$ cat src/rtl/pp_pkg.sv
// Shared opcode constants and sequencer state type for the multi-register
// transfer sequencer (optional LA/SA sequencing: MULTI_REG_LASA_EN).
package pp_pkg;

  localparam logic [3:0] OP_LM = 4'b1100;
  localparam logic [3:0] OP_SM = 4'b1101;
  localparam logic [3:0] OP_LA = 4'b1110;
  localparam logic [3:0] OP_SA = 4'b1111;

  typedef enum logic {
    ST_IDLE = 1'b0,
    ST_RUN  = 1'b1
  } pp_state_e;

endpackage

$ cat src/rtl/multi_reg_seq_pp_prio_enc8.sv
// 8-bit lowest-set-bit encoder with a "at most one bit set" flag; an all-zero
// vector encodes as index 0 with the flag set.
module prio_enc8 (
  input  logic [7:0] vec,
  output logic [2:0] idx,
  output logic       le1
);

  logic [2:0] j;

  // Scan from the top so the lowest set bit is the last one to write idx.
  always_comb begin
    idx = '0;
    j   = '0;
    for (int unsigned i = 0; i < 8; i++) begin
      j = 3'(7 - i);
      if (vec[j]) idx = j;
    end
  end

  assign le1 = ((vec & (vec - 8'd1)) == 8'd0);

endmodule

$ cat src/rtl/multi_reg_seq_pp.sv
// Decode-stage sequencer for LM/SM register-list transfers and (when
// MULTI_REG_LASA_EN is defined) fixed 8-beat LA/SA transfers.
module multi_reg_seq_pp (
  input  logic        clk,
  input  logic        rst_n,
  input  logic [15:0] ir_in,
  input  logic        valid_in,
  input  logic        stall_in,
  input  logic        flush,
  output logic [2:0]  regr,
  output logic        comp,
  output logic        comp1,
  output logic [2:0]  offs,
  output logic        fetch_stall
);

  import pp_pkg::*;

  pp_state_e  state;
  logic [7:0] mask_r;
  logic [2:0] offs_r;

  logic [3:0] opcode;
  logic       is_lmsm;
  logic [7:0] src;
  logic [2:0] enc_idx;
  logic       enc_le1;
  logic       unused_bits;

  assign opcode      = ir_in[15:12];
  assign is_lmsm     = valid_in && ((opcode == OP_LM) || (opcode == OP_SM));
  assign unused_bits = ^ir_in[11:8];

  // First beat decodes straight from the instruction; later beats use the
  // remaining mask.
  assign src = (state == ST_RUN) ? mask_r : ir_in[7:0];

  prio_enc8 u_enc (
    .vec (src),
    .idx (enc_idx),
    .le1 (enc_le1)
  );

`ifdef MULTI_REG_LASA_EN
  logic [2:0] cnt;
  logic       is_lasa;
  assign is_lasa = valid_in && ((opcode == OP_LA) || (opcode == OP_SA));
`endif

  always_comb begin
    regr        = '0;
    comp        = 1'b1;
    comp1       = 1'b1;
    offs        = '0;
    fetch_stall = 1'b0;
    if (is_lmsm) begin
      regr        = enc_idx;
      comp        = enc_le1;
      offs        = offs_r;
      fetch_stall = !enc_le1;
    end
`ifdef MULTI_REG_LASA_EN
    else if (is_lasa) begin
      regr        = cnt;
      comp1       = (cnt == 3'd7);
      offs        = offs_r;
      fetch_stall = (cnt != 3'd7);
    end
`endif
  end

  always_ff @(posedge clk or negedge rst_n) begin
    if (!rst_n) begin
      state  <= ST_IDLE;
      mask_r <= '0;
      offs_r <= '0;
`ifdef MULTI_REG_LASA_EN
      cnt    <= '0;
`endif
    end else if (flush) begin
      state  <= ST_IDLE;
      mask_r <= '0;
      offs_r <= '0;
`ifdef MULTI_REG_LASA_EN
      cnt    <= '0;
`endif
    end else if (!stall_in) begin
      if (is_lmsm) begin
        if (!enc_le1) begin
          state  <= ST_RUN;
          mask_r <= src & ~(8'b1 << enc_idx);
          offs_r <= offs_r + 3'd1;
        end else begin
          state  <= ST_IDLE;
          mask_r <= '0;
          offs_r <= '0;
        end
      end
`ifdef MULTI_REG_LASA_EN
      else if (is_lasa) begin
        if (cnt == 3'd7) begin
          state  <= ST_IDLE;
          cnt    <= '0;
          offs_r <= '0;
        end else begin
          state  <= ST_RUN;
          cnt    <= cnt + 3'd1;
          offs_r <= offs_r + 3'd1;
        end
      end
`endif
      else begin
        state  <= ST_IDLE;
        mask_r <= '0;
        offs_r <= '0;
`ifdef MULTI_REG_LASA_EN
        cnt    <= '0;
`endif
      end
    end
  end

endmodule
$ cat config.mk
export PLATFORM = sky130hd
export DESIGN_NAME = multi_reg_seq_pp
export DESIGN_NICKNAME = d
export VERILOG_FILES = /design/src/rtl/pp_pkg.sv /design/src/rtl/multi_reg_seq_pp_prio_enc8.sv /design/src/rtl/multi_reg_seq_pp.sv
export SDC_FILE = /design/constraint.sdc
export NUM_CORES = 1
export LEC_CHECK = 0
export ABC_AREA = 1
export CAP_MARGIN = 10
export CORE_ASPECT_RATIO = 1.4
export CORE_MARGIN = 4
export CORE_UTILIZATION = 49
export DETAILED_ROUTE_END_ITERATION = 10
export PLACE_DENSITY_LB_ADDON = 0.08
export SYNTH_ARGS = -nofsm -noshare
export SYNTH_HDL_FRONTEND = slang
export SYNTH_SLANG_ARGS = --single-unit
$ cat constraint.sdc
create_clock -name clk -period 3.22 [get_ports clk]
set_input_delay 0.322 -clock clk [delete_from_list [all_inputs] [get_ports clk]]
set_output_delay 0.322 -clock clk [all_outputs]
set_load 0.01 [all_outputs]
==> After elaboration in Yosys (flattened, before gate mapping) <==
Index checks and enable logic that the tools add are counted.
{ "word_totals": {"regBits": 12, "elab_cells": 41} }
{ "classes": {"addsub": 2, "n_eq_ne": 3, "shifts": 1, "mux": 25, "n_bitwise": 3, "n_reduce_logical": 4} }
{ "op_table": {"columns": ["op", "count"], "rows": [
  ["3-bit 2-to-1 mux", 14],
  ["8-bit 2-to-1 mux", 5],
  ["8-bit bitwise AND", 2],
  ["4-bit == test (second input constant)", 2],
  ["8-bit logical NOT", 1],
  ["8-bit inverter", 1],
  ["1-bit by 3-bit << shifter with 8-bit output (first input constant)", 1],
  ["8-bit by 1-bit subtractor with 8-bit output (second input constant)", 1],
  ["1-bit 2-to-1 mux", 6],
  ["3-bit by 1-bit adder with 3-bit output (second input constant)", 1],
  ["2-bit by 1-bit != test with 1-bit output (second input constant)", 1],
  ["1-bit logical AND", 1],
  ["1-bit logical NOT", 1],
  ["1-bit logical OR", 1]
]} }

==> Depth between registers and ports, before layout <==
{ "logic_depth": {"word_depth": 16, "depth_mapped": 12} }

==> By module <==
From an unflattened synthesis, not the netlist that was laid out.
{ "unflattened": {"hier_cells": 165, "hier_area_um2": 970.9} }
{ "by_module_without_submodules": {"columns": ["module", "n_inst", "cells_each", "area_each_um2"], "rows": [
  ["multi_reg_seq_pp", 1, 129, 798.3],
  ["prio_enc8", 1, 36, 172.7]
]} }

==> Least setup slack after synthesis <==
OpenSTA, ideal clock, no wires.
{ "synth_path": {"path_kind": "reg2out", "startpoint": "register state", "endpoint": "output regr[0]", "arrival_time_ns": 1.257, "required_ns": 2.898, "path_slack_ns": 1.641, "stages_incl_launch_ff": 13, "path_cell_list": "dfrtp_1 > buf_6 > inv_6 > nand2_1 > nand2_1 > inv_1 > o21bai_1 > nand2_1 > nand2_1 > nand2_1 > nand2_1 > nand2_1 > nor2_1"} }
{ "synth_via": {"elab_chain_len": 10} }
{ "synth_lines": {"columns": ["item", "line_no", "source"], "rows": [
  ["from (decl)", "multi_reg_seq_pp.sv:19", "pp_state_e state;"],
  ["from (signal assigned)", "multi_reg_seq_pp.sv:74", "state <= ST_IDLE;"],
  ["from (signal assigned)", "multi_reg_seq_pp.sv:81", "state <= ST_IDLE;"],
  ["from (signal assigned)", "multi_reg_seq_pp.sv:90", "state <= ST_RUN;"],
  ["8-bit 2-to-1 mux (*)", "multi_reg_seq_pp.sv:36", "assign src = (state == ST_RUN) ? mask_r : ir_in[7:0];"],
  ["3-bit 2-to-1 mux (7 in series)", "multi_reg_seq_pp_prio_enc8.sv:17", "if (vec[j]) idx = j;"],
  ["3-bit 2-to-1 mux (*)", "multi_reg_seq_pp_prio_enc8.sv:17", null],
  ["3-bit 2-to-1 mux (*)", "multi_reg_seq_pp.sv:56", "if (is_lmsm) begin"],
  ["to (decl)", "multi_reg_seq_pp.sv:10", "output logic [2:0] regr,"]
]} }
Mark *: on every way between the ends. The rest lies on a longest branch, timed or not.

==> Final worst setup path <==
Same ends and word-level chain as after synthesis.

==> reports/qor.yml <==
sta:
  fin_crit_ns: 2.576
  unrepaired_setup_endpoints_after_global_routing: "false"
  fin_worst_skew_ns: 0.0003721
  finalSetupTns_ns: 0
  worst_pin_slew_ns: 0.5550
  final_report_max_slew_violation_count: 0
  hold_viol: 0
  setup_viol: 0
  post-route-period-util_pct: 80.01
  worst_slack_ns: 0.6436
  worst_slew_margin_rel_pct: 62.89
  clock.fmax_mhz: 388.1
hold_path:
  hp-class: "input port to asynchronous set/reset pin"
worst_setup_path:
  critical_path.reg2reg.startpoint: "state"
  worst_setup_path_start_kind: "register"
  timing.critical_path.from: "state"
  worstPathRequired_ns: 2.90
  critical_path_class: "register to output port"
  critPathCaptureType: "output port"
  critical_path_peak_fanout: 9
  cp_data_arrival_time_ns: 2.25
route:
  routed_wirelength_mm: 2.043
  first_pass_iters: 5
  viasPerCell: 5.033
  routedWlPerCell_um: 11.35
  detail-route-antenna-nets: 0
  via_count: 906
  drtIter0Drc: 16
  drc: 0
flow_run:
  drv_cap: 0
clocking:
  cts_setup_buffers: 0
  cts-htree-levels: 1
  cts_tree: "yes"
  cts_root_buf: "clkbuf_4"
  clkSinkCount: 12
  cts_hold_buf: 0
  insertion_delay_ns: 0.26
  postCtsResizedCells: 0
  cts.path.max_buffers: 2
  cts-buffers-inserted: 3
  clkTransAtPathRegs_ns: 0.07
logic_synthesis:
  post_syn_area_um2: 965.9
  synth_area_in_compound_gates_pct: 4.145
  ranking_of_synthesized_cells_by_area: "dfrtp_1, nand2_1, nand2_2, inv_1, nand2_4"
  synth.ff_latch_count: 12
  gate_count_post_synth: 136
  seq_area_frac_synth_pct: 31.09
  ys_types: 28
  synth_top_family_by_area: "simple AND/OR/NAND/NOR gates"
  avgSynthCellArea_um2: 7.102
  synthMuxAreaShare_pct: 0
  synth_largest_type_area_fraction_pct: 31.09
  syn_nets: 158
  yosys.area_share.adder_pct: 1.295
  yosysWarningCount: 0
  synth.largest_area_cell: "dfrtp_1"
  synth-simple-area-share_pct: 51.55
  synthXorXnorAreaFrac_pct: 0.9067
finish:
  regArea_um2: 300.3
  layout_common_cells: "nand2_1, clkdlybuf4s50_1, inv_1, nand2_2, dfrtp_1"
  synthToLayoutAreaGrowth_pct: 27.20
  post-route-cell-area_um2: 1229
  design.final.nets: 184
  mostFrequentLayoutCell: "nand2_1"
  diodes: 0
  postLayoutCoreUtil_pct: 67.35
  multi_input_gate_area_in_the_final_layout_um2: 563.0
  drive_gt1_share_pct: 20.00
  fillerInstances: 160
global_routing:
  met2_usage_pct: 27.74
  antenna_violations_before_repair: 0
  grt_util_met3_pct: 1.484
  grt_pass1_vias: 831
  pin_count_of_the_biggest_net_entering_global_routing: 13
  grt_util_all_layers_pct: 16.60
  layer_with_the_highest_usage_after_global_routing: "met2"
  groute.layer.met1.usage_pct: 19.74
  wire_length_of_the_first_global_routing_pass_mm: 3.360
  gr_overflow_total: 0
place:
  place.gp.congestion: 0.8332
  hpwlAfterDp_mm: 1.634
  place_ws_ns: 0.8643
  number_of_i_o_port_buffers: 23
  cell_area_after_placement_um2: 1206
pwr:
  p_per_area_nw_per_um2: 259.1
  vdd_drop_max_mv: 0.2086
  power.total_uw: 318.3
  leakagePower_uw: 0.0006164
floorplan:
  design.die.area_um2: 2756
  start_util_pct: 52.95
  floorplan.die.width_um: 45.53
  floorplan.die.height_um: 60.54
  design.core.area_um2: 1824
  rows: 18
  pin_count: 30
outcome:
  run_status: "finished, final reports clean"
worst max-delay path, cell delays in order (launching register included):
cell and delay [ns]:
dfrtp_1 0.52, inv_6 0.19, nand2_1 0.08, nand2_1 0.11, inv_1 0.07, o21bai_1 0.14
nand2_1 0.07, nand2_1 0.06, nand2_1 0.04, nand2_1 0.05, nand2_1 0.04, nor2_1 0.07
clkdlybuf4s50_1 0.54
sequential cells by signal, summed over array words and instances (netlist names):
| signal | count |
|---|---|
| offs_r | 3 |
| state | 1 |
| mask_r | 8 |
through the flow:
step,hold WS (ns),instances
final,0.4147,180
after global routing,0.4338,180
after CTS,0.4179,180
after detailed placement,0.4661,177
after global placement,0.4619,177
after floorplan,0.02641,136
cell type report:
class	instances	share of cell area, %
clock buffers	3	1.833
inverters	20	6.517
multi-input cells	101	45.82
flip-flops and latches	12	24.44
well taps	20	2.037
repair buffers	24	19.35
Yosys cell counts, drive strengths merged:
master  instances
inv            20
a21oi           1
nand2          60
ha              1
o21bai          1
conb            1
nor3            3
nand3          11
nand4           3
clkbuf          1
o21ai           4
buf             2
nor2           14
xor2            1
dfrtp          12
o31ai           1
routing by layer:
layer,wire [um],vias up
met1,833,410
met5,0,-
met2,1059,26
met4,53,0
met3,96,6
li1,-,464
path summary, 6_finish.rpt:
kind | endpoint | slack [ns] | cells after the start
worst max-delay path | regr[0] | 0.64 | 12
worst min-delay path | offs_r[0] | 0.41 | 1
worst max register to register | offs_r[1] | 1.61 | 9
worst min register to register | mask_r[1] | 0.48 | 2
max in group asynchronous | mask_r[2] | 2.44 | 1
min in group clk | mask_r[1] | 0.48 | 2
cell families (layout without fill, tap and decap cells):
family,after synthesis,in the layout
compound gates,7,7
xor+xnor,1,1
fa+ha+maj,1,1
buf+inv,23,47
flops,12,12
other cells,1,1
simple gates,91,91
power breakdown:
part	switching [uW]	leakage, uW	internal (uW)
logic	43.8	0.000435	34.6
clock network	43.6	0.0000138	43.2
registers	1.20	0.000167	152
total	88.7	0.000616	230
Power figures use the tool's default switching activity.
